`src/rtl/axil_reg_arbiter_if.sv`:
```
// rtl/axil_reg_arbiter_if.sv - AXI-lite bus between the request arbiter and the register slave
interface axil_reg_arbiter_if #(
    parameter int ADDR_WIDTH = 7,
    parameter int DATA_WIDTH = 32
);
    logic                      awvalid;
    logic                      awready;
    logic [ADDR_WIDTH-1:0]     awaddr;
    logic [2:0]                awprot;
    logic                      wvalid;
    logic                      wready;
    logic [DATA_WIDTH-1:0]     wdata;
    logic [DATA_WIDTH/8-1:0]   wstrb;
    logic                      bvalid;
    logic                      bready;
    logic [1:0]                bresp;
    logic                      arvalid;
    logic                      arready;
    logic [ADDR_WIDTH-1:0]     araddr;
    logic [2:0]                arprot;
    logic                      rvalid;
    logic                      rready;
    logic [DATA_WIDTH-1:0]     rdata;
    logic [1:0]                rresp;

    modport master (
        output awvalid, awaddr, awprot, wvalid, wdata, wstrb, bready, arvalid, araddr, arprot, rready,
        input  awready, wready, bvalid, bresp, arready, rvalid, rdata, rresp
    );

    modport slave (
        input  awvalid, awaddr, awprot, wvalid, wdata, wstrb, bready, arvalid, araddr, arprot, rready,
        output awready, wready, bvalid, bresp, arready, rvalid, rdata, rresp
    );
endinterface

```
`src/rtl/axil_reg_arbiter.sv`:
```
// rtl/axil_reg_arbiter.sv - round-robin two-client arbiter sequencing one AXI-lite transaction at a time
module axil_reg_arbiter #(
    parameter int ADDR_WIDTH = 7,
    parameter int DATA_WIDTH = 32
) (
    input  logic                        S_AXI_ACLK,
    input  logic                        S_AXI_ARESETN,
    input  logic [1:0]                  REQ_VALID,
    output logic [1:0]                  REQ_READY,
    input  logic [1:0]                  REQ_WE,
    input  logic [2*ADDR_WIDTH-1:0]     REQ_ADDR,
    input  logic [2*DATA_WIDTH-1:0]     REQ_WDATA,
    input  logic [2*DATA_WIDTH/8-1:0]   REQ_WSTRB,
    output logic [1:0]                  RSP_VALID,
    output logic [DATA_WIDTH-1:0]       RSP_RDATA,
    output logic [1:0]                  RSP_RESP,
    axil_reg_arbiter_if.master          m_axi
);
    localparam int STRB_WIDTH = DATA_WIDTH / 8;

    typedef enum logic [2:0] {IDLE, WRITE, WRESP, READ, RDATA, DONE} state_e;

    state_e                  state_q, state_d;
    logic                    last_grant_q, last_grant_d;
    logic                    gnt_q, gnt_d;
    logic [ADDR_WIDTH-1:0]   addr_q, addr_d;
    logic [DATA_WIDTH-1:0]   wdata_q, wdata_d;
    logic [STRB_WIDTH-1:0]   wstrb_q, wstrb_d;
    logic                    awvalid_q, awvalid_d;
    logic                    wvalid_q, wvalid_d;
    logic                    arvalid_q, arvalid_d;
    logic [DATA_WIDTH-1:0]   rsp_rdata_q, rsp_rdata_d;
    logic [1:0]              rsp_resp_q, rsp_resp_d;

    logic                    grant;
    logic                    accept;

    // On a tie the client that was not served last wins.
    always_comb begin
        grant = 1'b0;
        unique case (REQ_VALID)
            2'b10:   grant = 1'b1;
            2'b11:   grant = ~last_grant_q;
            default: grant = 1'b0;
        endcase
    end

    assign accept    = (state_q == IDLE) && (REQ_VALID != 2'b00);
    assign REQ_READY = (accept && S_AXI_ARESETN) ? (grant ? 2'b10 : 2'b01) : 2'b00;

    always_comb begin
        state_d      = state_q;
        last_grant_d = last_grant_q;
        gnt_d        = gnt_q;
        addr_d       = addr_q;
        wdata_d      = wdata_q;
        wstrb_d      = wstrb_q;
        awvalid_d    = awvalid_q;
        wvalid_d     = wvalid_q;
        arvalid_d    = arvalid_q;
        rsp_rdata_d  = rsp_rdata_q;
        rsp_resp_d   = rsp_resp_q;
        unique case (state_q)
            IDLE: begin
                if (accept) begin
                    gnt_d        = grant;
                    last_grant_d = grant;
                    addr_d       = grant ? REQ_ADDR[2*ADDR_WIDTH-1:ADDR_WIDTH] : REQ_ADDR[ADDR_WIDTH-1:0];
                    wdata_d      = grant ? REQ_WDATA[2*DATA_WIDTH-1:DATA_WIDTH] : REQ_WDATA[DATA_WIDTH-1:0];
                    wstrb_d      = grant ? REQ_WSTRB[2*STRB_WIDTH-1:STRB_WIDTH] : REQ_WSTRB[STRB_WIDTH-1:0];
                    if (REQ_WE[grant]) begin
                        state_d   = WRITE;
                        awvalid_d = 1'b1;
                        wvalid_d  = 1'b1;
                    end else begin
                        state_d   = READ;
                        arvalid_d = 1'b1;
                    end
                end
            end
            WRITE: begin
                // AW and W retire independently; move on once neither is still pending.
                if (m_axi.awready) awvalid_d = 1'b0;
                if (m_axi.wready)  wvalid_d  = 1'b0;
                if ((!awvalid_q || m_axi.awready) && (!wvalid_q || m_axi.wready)) begin
                    state_d = WRESP;
                end
            end
            WRESP: begin
                if (m_axi.bvalid) begin
                    rsp_resp_d  = m_axi.bresp;
                    rsp_rdata_d = '0;
                    state_d     = DONE;
                end
            end
            READ: begin
                if (m_axi.arready) begin
                    arvalid_d = 1'b0;
                    state_d   = RDATA;
                end
            end
            RDATA: begin
                if (m_axi.rvalid) begin
                    rsp_resp_d  = m_axi.rresp;
                    rsp_rdata_d = m_axi.rdata;
                    state_d     = DONE;
                end
            end
            DONE:    state_d = IDLE;
            default: state_d = IDLE;
        endcase
    end

    always_ff @(posedge S_AXI_ACLK or negedge S_AXI_ARESETN) begin
        if (!S_AXI_ARESETN) begin
            state_q      <= IDLE;
            last_grant_q <= 1'b1;
            gnt_q        <= 1'b0;
            addr_q       <= '0;
            wdata_q      <= '0;
            wstrb_q      <= '0;
            awvalid_q    <= 1'b0;
            wvalid_q     <= 1'b0;
            arvalid_q    <= 1'b0;
            rsp_rdata_q  <= '0;
            rsp_resp_q   <= '0;
        end else begin
            state_q      <= state_d;
            last_grant_q <= last_grant_d;
            gnt_q        <= gnt_d;
            addr_q       <= addr_d;
            wdata_q      <= wdata_d;
            wstrb_q      <= wstrb_d;
            awvalid_q    <= awvalid_d;
            wvalid_q     <= wvalid_d;
            arvalid_q    <= arvalid_d;
            rsp_rdata_q  <= rsp_rdata_d;
            rsp_resp_q   <= rsp_resp_d;
        end
    end

    assign m_axi.awvalid = awvalid_q;
    assign m_axi.awaddr  = addr_q;
    assign m_axi.awprot  = 3'b000;
    assign m_axi.wvalid  = wvalid_q;
    assign m_axi.wdata   = wdata_q;
    assign m_axi.wstrb   = wstrb_q;
    assign m_axi.bready  = (state_q == WRESP);
    assign m_axi.arvalid = arvalid_q;
    assign m_axi.araddr  = addr_q;
    assign m_axi.arprot  = 3'b000;
    assign m_axi.rready  = (state_q == RDATA);

    assign RSP_VALID = (state_q == DONE) ? (gnt_q ? 2'b10 : 2'b01) : 2'b00;
    assign RSP_RDATA = rsp_rdata_q;
    assign RSP_RESP  = rsp_resp_q;
endmodule

```
`src/flat_wrapper.sv`:
```
// flat-port wrapper written by rule: the top's interface ports become plain ports
module axil_reg_arbiter_flat 
#(
    parameter int ADDR_WIDTH = 7,
    parameter int DATA_WIDTH = 32
)
  (S_AXI_ACLK, S_AXI_ARESETN, REQ_VALID, REQ_READY, REQ_WE, REQ_ADDR, REQ_WDATA, REQ_WSTRB, RSP_VALID, RSP_RDATA, RSP_RESP, m_axi_awvalid, m_axi_awaddr, m_axi_awprot, m_axi_wvalid, m_axi_wdata, m_axi_wstrb, m_axi_bready, m_axi_arvalid, m_axi_araddr, m_axi_arprot, m_axi_rready, m_axi_awready, m_axi_wready, m_axi_bvalid, m_axi_bresp, m_axi_arready, m_axi_rvalid, m_axi_rdata, m_axi_rresp);
  axil_reg_arbiter_if #(.ADDR_WIDTH(ADDR_WIDTH), .DATA_WIDTH(DATA_WIDTH)) m_axi_i ();
  input  logic S_AXI_ACLK;
  input  logic S_AXI_ARESETN;
  input  logic [1:0] REQ_VALID;
  output logic [1:0] REQ_READY;
  input  logic [1:0] REQ_WE;
  input  logic [2*ADDR_WIDTH-1:0] REQ_ADDR;
  input  logic [2*DATA_WIDTH-1:0] REQ_WDATA;
  input  logic [2*DATA_WIDTH/8-1:0] REQ_WSTRB;
  output logic [1:0] RSP_VALID;
  output logic [DATA_WIDTH-1:0] RSP_RDATA;
  output logic [1:0] RSP_RESP;
  output wire logic [$bits(m_axi_i.awvalid)-1:0] m_axi_awvalid;
  output wire logic [$bits(m_axi_i.awaddr)-1:0] m_axi_awaddr;
  output wire logic [$bits(m_axi_i.awprot)-1:0] m_axi_awprot;
  output wire logic [$bits(m_axi_i.wvalid)-1:0] m_axi_wvalid;
  output wire logic [$bits(m_axi_i.wdata)-1:0] m_axi_wdata;
  output wire logic [$bits(m_axi_i.wstrb)-1:0] m_axi_wstrb;
  output wire logic [$bits(m_axi_i.bready)-1:0] m_axi_bready;
  output wire logic [$bits(m_axi_i.arvalid)-1:0] m_axi_arvalid;
  output wire logic [$bits(m_axi_i.araddr)-1:0] m_axi_araddr;
  output wire logic [$bits(m_axi_i.arprot)-1:0] m_axi_arprot;
  output wire logic [$bits(m_axi_i.rready)-1:0] m_axi_rready;
  input wire logic [$bits(m_axi_i.awready)-1:0] m_axi_awready;
  input wire logic [$bits(m_axi_i.wready)-1:0] m_axi_wready;
  input wire logic [$bits(m_axi_i.bvalid)-1:0] m_axi_bvalid;
  input wire logic [$bits(m_axi_i.bresp)-1:0] m_axi_bresp;
  input wire logic [$bits(m_axi_i.arready)-1:0] m_axi_arready;
  input wire logic [$bits(m_axi_i.rvalid)-1:0] m_axi_rvalid;
  input wire logic [$bits(m_axi_i.rdata)-1:0] m_axi_rdata;
  input wire logic [$bits(m_axi_i.rresp)-1:0] m_axi_rresp;
  assign m_axi_awvalid = m_axi_i.awvalid;
  assign m_axi_awaddr = m_axi_i.awaddr;
  assign m_axi_awprot = m_axi_i.awprot;
  assign m_axi_wvalid = m_axi_i.wvalid;
  assign m_axi_wdata = m_axi_i.wdata;
  assign m_axi_wstrb = m_axi_i.wstrb;
  assign m_axi_bready = m_axi_i.bready;
  assign m_axi_arvalid = m_axi_i.arvalid;
  assign m_axi_araddr = m_axi_i.araddr;
  assign m_axi_arprot = m_axi_i.arprot;
  assign m_axi_rready = m_axi_i.rready;
  assign m_axi_i.awready = m_axi_awready;
  assign m_axi_i.wready = m_axi_wready;
  assign m_axi_i.bvalid = m_axi_bvalid;
  assign m_axi_i.bresp = m_axi_bresp;
  assign m_axi_i.arready = m_axi_arready;
  assign m_axi_i.rvalid = m_axi_rvalid;
  assign m_axi_i.rdata = m_axi_rdata;
  assign m_axi_i.rresp = m_axi_rresp;
  axil_reg_arbiter #(.ADDR_WIDTH(ADDR_WIDTH), .DATA_WIDTH(DATA_WIDTH)) u_core (.S_AXI_ACLK(S_AXI_ACLK), .S_AXI_ARESETN(S_AXI_ARESETN), .REQ_VALID(REQ_VALID), .REQ_READY(REQ_READY), .REQ_WE(REQ_WE), .REQ_ADDR(REQ_ADDR), .REQ_WDATA(REQ_WDATA), .REQ_WSTRB(REQ_WSTRB), .RSP_VALID(RSP_VALID), .RSP_RDATA(RSP_RDATA), .RSP_RESP(RSP_RESP), .m_axi(m_axi_i));
endmodule
```
`config.mk`:
```
export PLATFORM = sky130hd
export DESIGN_NAME = axil_reg_arbiter_flat
export DESIGN_NICKNAME = d
export VERILOG_FILES = /design/src/rtl/axil_reg_arbiter_if.sv /design/src/rtl/axil_reg_arbiter.sv /design/src/flat_wrapper.sv
export SDC_FILE = /design/constraint.sdc
export NUM_CORES = 1
export LEC_CHECK = 0
export BUFFER_PORTS_ARGS = -buffer_cell sky130_fd_sc_hd__buf_2
export CORE_ASPECT_RATIO = 0.6
export CORE_MARGIN = 4
export CORE_UTILIZATION = 43
export CTS_CLUSTER_DIAMETER = 40
export CTS_CLUSTER_SIZE = 24
export DETAILED_ROUTE_END_ITERATION = 10
export GPL_TIMING_DRIVEN = 0
export PLACE_DENSITY = 0.8
export SLEW_MARGIN = 20
export SYNTH_ARGS = -nofsm -noshare
export SYNTH_HDL_FRONTEND = slang
export SYNTH_SLANG_ARGS = --single-unit
```
`constraint.sdc`:
```
create_clock -name S_AXI_ACLK -period 2 [get_ports S_AXI_ACLK]
set_input_delay 0.2 -clock S_AXI_ACLK [delete_from_list [all_inputs] [get_ports S_AXI_ACLK]]
set_output_delay 0.2 -clock S_AXI_ACLK [all_outputs]
set_load 0.005 [all_outputs]
```
Word level (Yosys, flattened, before mapping)
Cells that the tools add are included.

storage, ports and cells
  input bits = 133
  output and inout bits = 99
  register bits after elaboration = 85
  word-level logic and storage cells = 80

cells by class
  reduce and logical (&&, ||, !) cells = 18
  equal/unequal tests = 16
  $lt $le $gt $ge = 1
  muxes and demuxes = 33
  bitwise gates (word level) = 1

operators by type and width
  cell                                                                     number
  32-bit 2-to-1 mux                                                        3
  32-bit one-hot mux with 2 select lines                                   1
  3-bit 2-to-1 mux                                                         5
  3-bit one-hot mux with 5 select lines                                    1
  2-bit 2-to-1 mux                                                         7
  4-bit AND reduction                                                      3
  2-bit inequality test, second input constant                             5
  1-bit 2-to-1 mux                                                         9
  2-bit by 1-bit inequality test with 1-bit output, second input constant  4
  1-bit one-hot mux with 2 select lines                                    4
  2-bit nonzero test                                                       4
  7-bit 2-to-1 mux                                                         1
  3-bit by 2-bit == test with 1-bit output, second input constant          2
  3-bit == test, second input constant                                     2
  5-bit AND reduction                                                      1
  2-bit == test, second input constant                                     2
  4-bit 2-to-1 mux                                                         1
  2-bit one-hot mux with 2 select lines                                    1
  3-bit by 1-bit == test with 1-bit output, second input constant          1
  1-bit logical AND                                                        3
  3-bit zero test                                                          1
  3-bit AND reduction                                                      1
  1-bit zero test                                                          2
  1-bit logical OR                                                         2
  other kinds (3)                                                          3

Longest topological paths before layout
  depth after elaboration = 7
  mapped depth = 7
  depth with buffers taken out = 4

Least setup slack after synthesis
Ideal clock, no wire load.

  path kind = register to output
  start = register u_core.state_q[1]
  end = output port REQ_READY[0]
  stages on the path, launching flop included = 6
  required time = 1.800 ns
  buffers on the path = 2
  arrival = 1.281 ns
  slack = 0.519 ns
  path through = dfrtp_1 -> buf_6 -> nor3_4 -> o21ai_2 -> clkbuf_1 -> nor3b_1

between the ends
  cells in the longest elaborated chain, start to end = 4

ends and longest elaborated chain
  what                      RTL line                 text
  start: declaration        axil_reg_arbiter.sv:23   state_e state_q, state_d;
  start signal: assignment  axil_reg_arbiter.sv:128  state_q <= state_d;
  3-bit zero test           axil_reg_arbiter.sv:48   assign accept = (state_q == IDLE) && (REQ_VALID != 2'b00);
  1-bit logical AND         axil_reg_arbiter.sv:48
  1-bit logical AND         axil_reg_arbiter.sv:49   assign REQ_READY = (accept && S_AXI_ARESETN) ? (grant ? 2'b10 : 2'b01) : 2'b00;
  2-bit 2-to-1 mux          axil_reg_arbiter.sv:49
  end: declaration          flat_wrapper.sv:12       output logic [1:0] REQ_READY;

No other way between the ends.

Worst setup path after layout
  start = register u_core.last_grant_q
  end = output port REQ_READY[0]

between the ends
  cells in the longest elaborated chain, start to end = 4

ends and longest elaborated chain
  what                                   RTL line                 text
  start: declaration                     axil_reg_arbiter.sv:24   logic last_grant_q, last_grant_d;
  start signal: assignment               axil_reg_arbiter.sv:129  last_grant_q <= last_grant_d;
  1-bit inverter                         axil_reg_arbiter.sv:43   2'b11: grant = ~last_grant_q;
  1-bit one-hot mux with 2 select lines  axil_reg_arbiter.sv:41   unique case (REQ_VALID)
  2-bit 2-to-1 mux (2 in a row)          axil_reg_arbiter.sv:49

No other way between the ends.

==> metrics.cfg <==
[run_status]
outcome=finished, final reports clean

[routing]
vias=3388
ant_nets=0
routed_via_density=4.90
dr.pass1.iters=4
wl_um=10900
remaining_drc_errors=0
drt_first_iter_violations=157
wl_per_cell_um=15.7

[sta]
worst_pin_slew_ps=531
slew_violations=0
setup_ws_ps=116
tns_ps=0
max_slew_margin_pct=64.6
setup_viol=0
skew_ps=5.64
timing.final.crit_period_ps=1880
rsz0062_at_grt=no
fmax_mhz=531
post-route-period-util_pct=94.2
finalHoldViolations=0
timing.hold.ws_ps=51.5

[run]
max_cap_viol_count=0

[clock_network]
clk_pin_slew_ps=60
clk_root_buffer_cell=clkbuf_16
cts_tree=done
cts_buffer_depth=2
htree_num_levels=3
cts.sinks=85
clock_latency_ps=330
numCtsBuffers=9

[logic_synthesis]
yosysSeqAreaShare_pct=55.2
synth_area_leader_cell=dfrtp_1
synth-seq-cells=85
synth_ff_type=dfrtp_1
async_reset_ff_share_pct=100
synth_edf_count=0
ys_warn_count=0
postSynthCellCount=332
synth_cell_types=36
syn_area_um2=3850
netlist.area_leader.share_pct=54.5
synthTopCellsByArea=dfrtp_1, mux2i_1, a22o_1
avgSynthCellArea_um2=11.6

[worst_setup_path]
arrival_ps=1680
start_kind=flip-flop
cp_slowest_cell=dfstp_2
critPathRequiredTime_ps=1800
critPathMaxFanout=10
critPathMostFrequentCell=buf_4
criticalPathCategory=flip-flop to primary output
cp_slowest_stage_delay_ps=550
end_kind=primary output
path_cells=a21boi_2, buf_4, buf_4, nor3b_1, buf_2

[floorplanning]
initial_core_util_pct=44.7
core_um2=8620
rows=26
io_pins=232
die_y_um=81.3
dieArea_um2=10600
chipWidth_um=130

[global_route]
grt_use_total_pct=20.0
grt_overflow=0
grt_start_max_net_pins=55
antenna_found_initial=0
grt_pass1_vias=3323
grt_first_pass_wirelength_um=16300

[power]
ir_worst_vdd_mv=0.666
p_total_mw=7.99
p_leak_nw=3.03
power_density_nw_per_um2=1450

[final_layout]
drive_gt1_share_pct=48.8
area_delta_synth_final_pct=43.4
design_area_um2=5530
layout_commonest_cell=buf_2
antenna_cells=0
nNetsFinal=709
layout_common_cells=buf_2, dfrtp_1, nand2_1

[place]
postPlaceCellArea_um2=5170
dp_slack_ps=233
io_buffers=225
place_hpwl_um=8720
gp_congestion=0.756

[hold_path]
min_path_type=input pin to flip-flop

timing repair:
item                                    CTS  global route
hold buffers                              2             0
buffers inserted                          0             1
gates resized for setup                   0             1
endpoints found under the hold margin    33             0
pin swaps                                 0             1
endpoints found under the setup margin    1             1
report_power, final:
group | leakage [nW] | internal [mW] | switching (mW)
Combinational | 1.80 | 1.62 | 1.59
Sequential | 1.09 | 2.56 | 0.484
Clock | 0.152 | 1.12 | 0.626
Total | 3.03 | 5.29 | 2.70
final cells by class:
type	instances	area, um^2
buffer	35	277
clock buffer	11	243
clock inverter	4	72.6
fill	700	3100
inverter	2	7.51
multi-input combinational	214	1460
sequential	85	2130
tap	112	140
timing repair buffer	229	1190
sequential cells by signal, indices dropped and copies added (netlist names):
name,flops
u_core.m_axi.wdata,32
u_core.m_axi.awvalid,1
u_core.m_axi.arvalid,1
u_core.RSP_RESP,2
u_core.gnt_q,1
u_core.state_q,3
u_core.m_axi.wvalid,1
u_core.m_axi.wstrb,4
u_core.RSP_RDATA,32
u_core.last_grant_q,1
u_core.m_axi.araddr,7
critical path: cells and delay by family (launching register included):
| family | cells | cell delay (ps) |
|---|---|---|
| AOI/OAI and AO/OA | 1 | 70 |
| buffers and inverters | 3 | 540 |
| DFF | 1 | 550 |
| and+or+nand+nor | 1 | 190 |
synthesized netlist by cell type, types with 2 or more instances:
library cell and count:
nor3_1 2, a2bb2oi_1 2, inv_1 2, o21ai_0 37
buf_2 2, and3b_1 2, a21oi_1 3, dfrtp_1 84
a22o_2 4, nand2b_1 3, nand2_1 49, nor2_1 3
mux2i_1 46, o22ai_1 2, clkbuf_1 7, o21ai_1 9
a22o_1 29, buf_6 11, o21ai_2 3, buf_4 16
final timing paths:
check	endpoint	cells past startpoint	start	slack (ps)
max	REQ_READY[0]	5	u_core.last_grant_q	120
min	u_core.m_axi.awvalid	2	m_axi_awready	50
max reg2reg	u_core.m_axi.wdata[0]	7	u_core.state_q[1]	300
min reg2reg	u_core.m_axi.wstrb[1]	2	u_core.m_axi.wstrb[1]	480
max in group asynchronous	u_core.last_grant_q	3	S_AXI_ARESETN	1270
min in group asynchronous	u_core.m_axi.wdata[11]	3	S_AXI_ARESETN	410
layer usage:
metal	track usage (%)	vias to the layer above	wire length (um)
met5	0	-	0
met4	4.98	0	109
met1	25.9	1584	4510
li1	-	1649	-
met3	5.72	10	1000
met2	33.5	145	5230
cells by family after synthesis:
kind of cell	Yosys count	share of synthesized area, %
AO/OA/AOI/OAI	95	16.9
flip-flops	85	55.2
AND/OR/NAND/NOR	67	8.34
multiplexers	46	11.9
buffers and inverters	38	7.47
other	1	0.0973
stage by stage:
step | instances | utilization [%]
floorplan | 337 | -
global placement | 674 | 59.6
detailed placement | 675 | 60.0
CTS | 691 | 63.9
global route | 692 | 64.1
finish | 692 | 64.1
(Power assumes the default switching activity.)
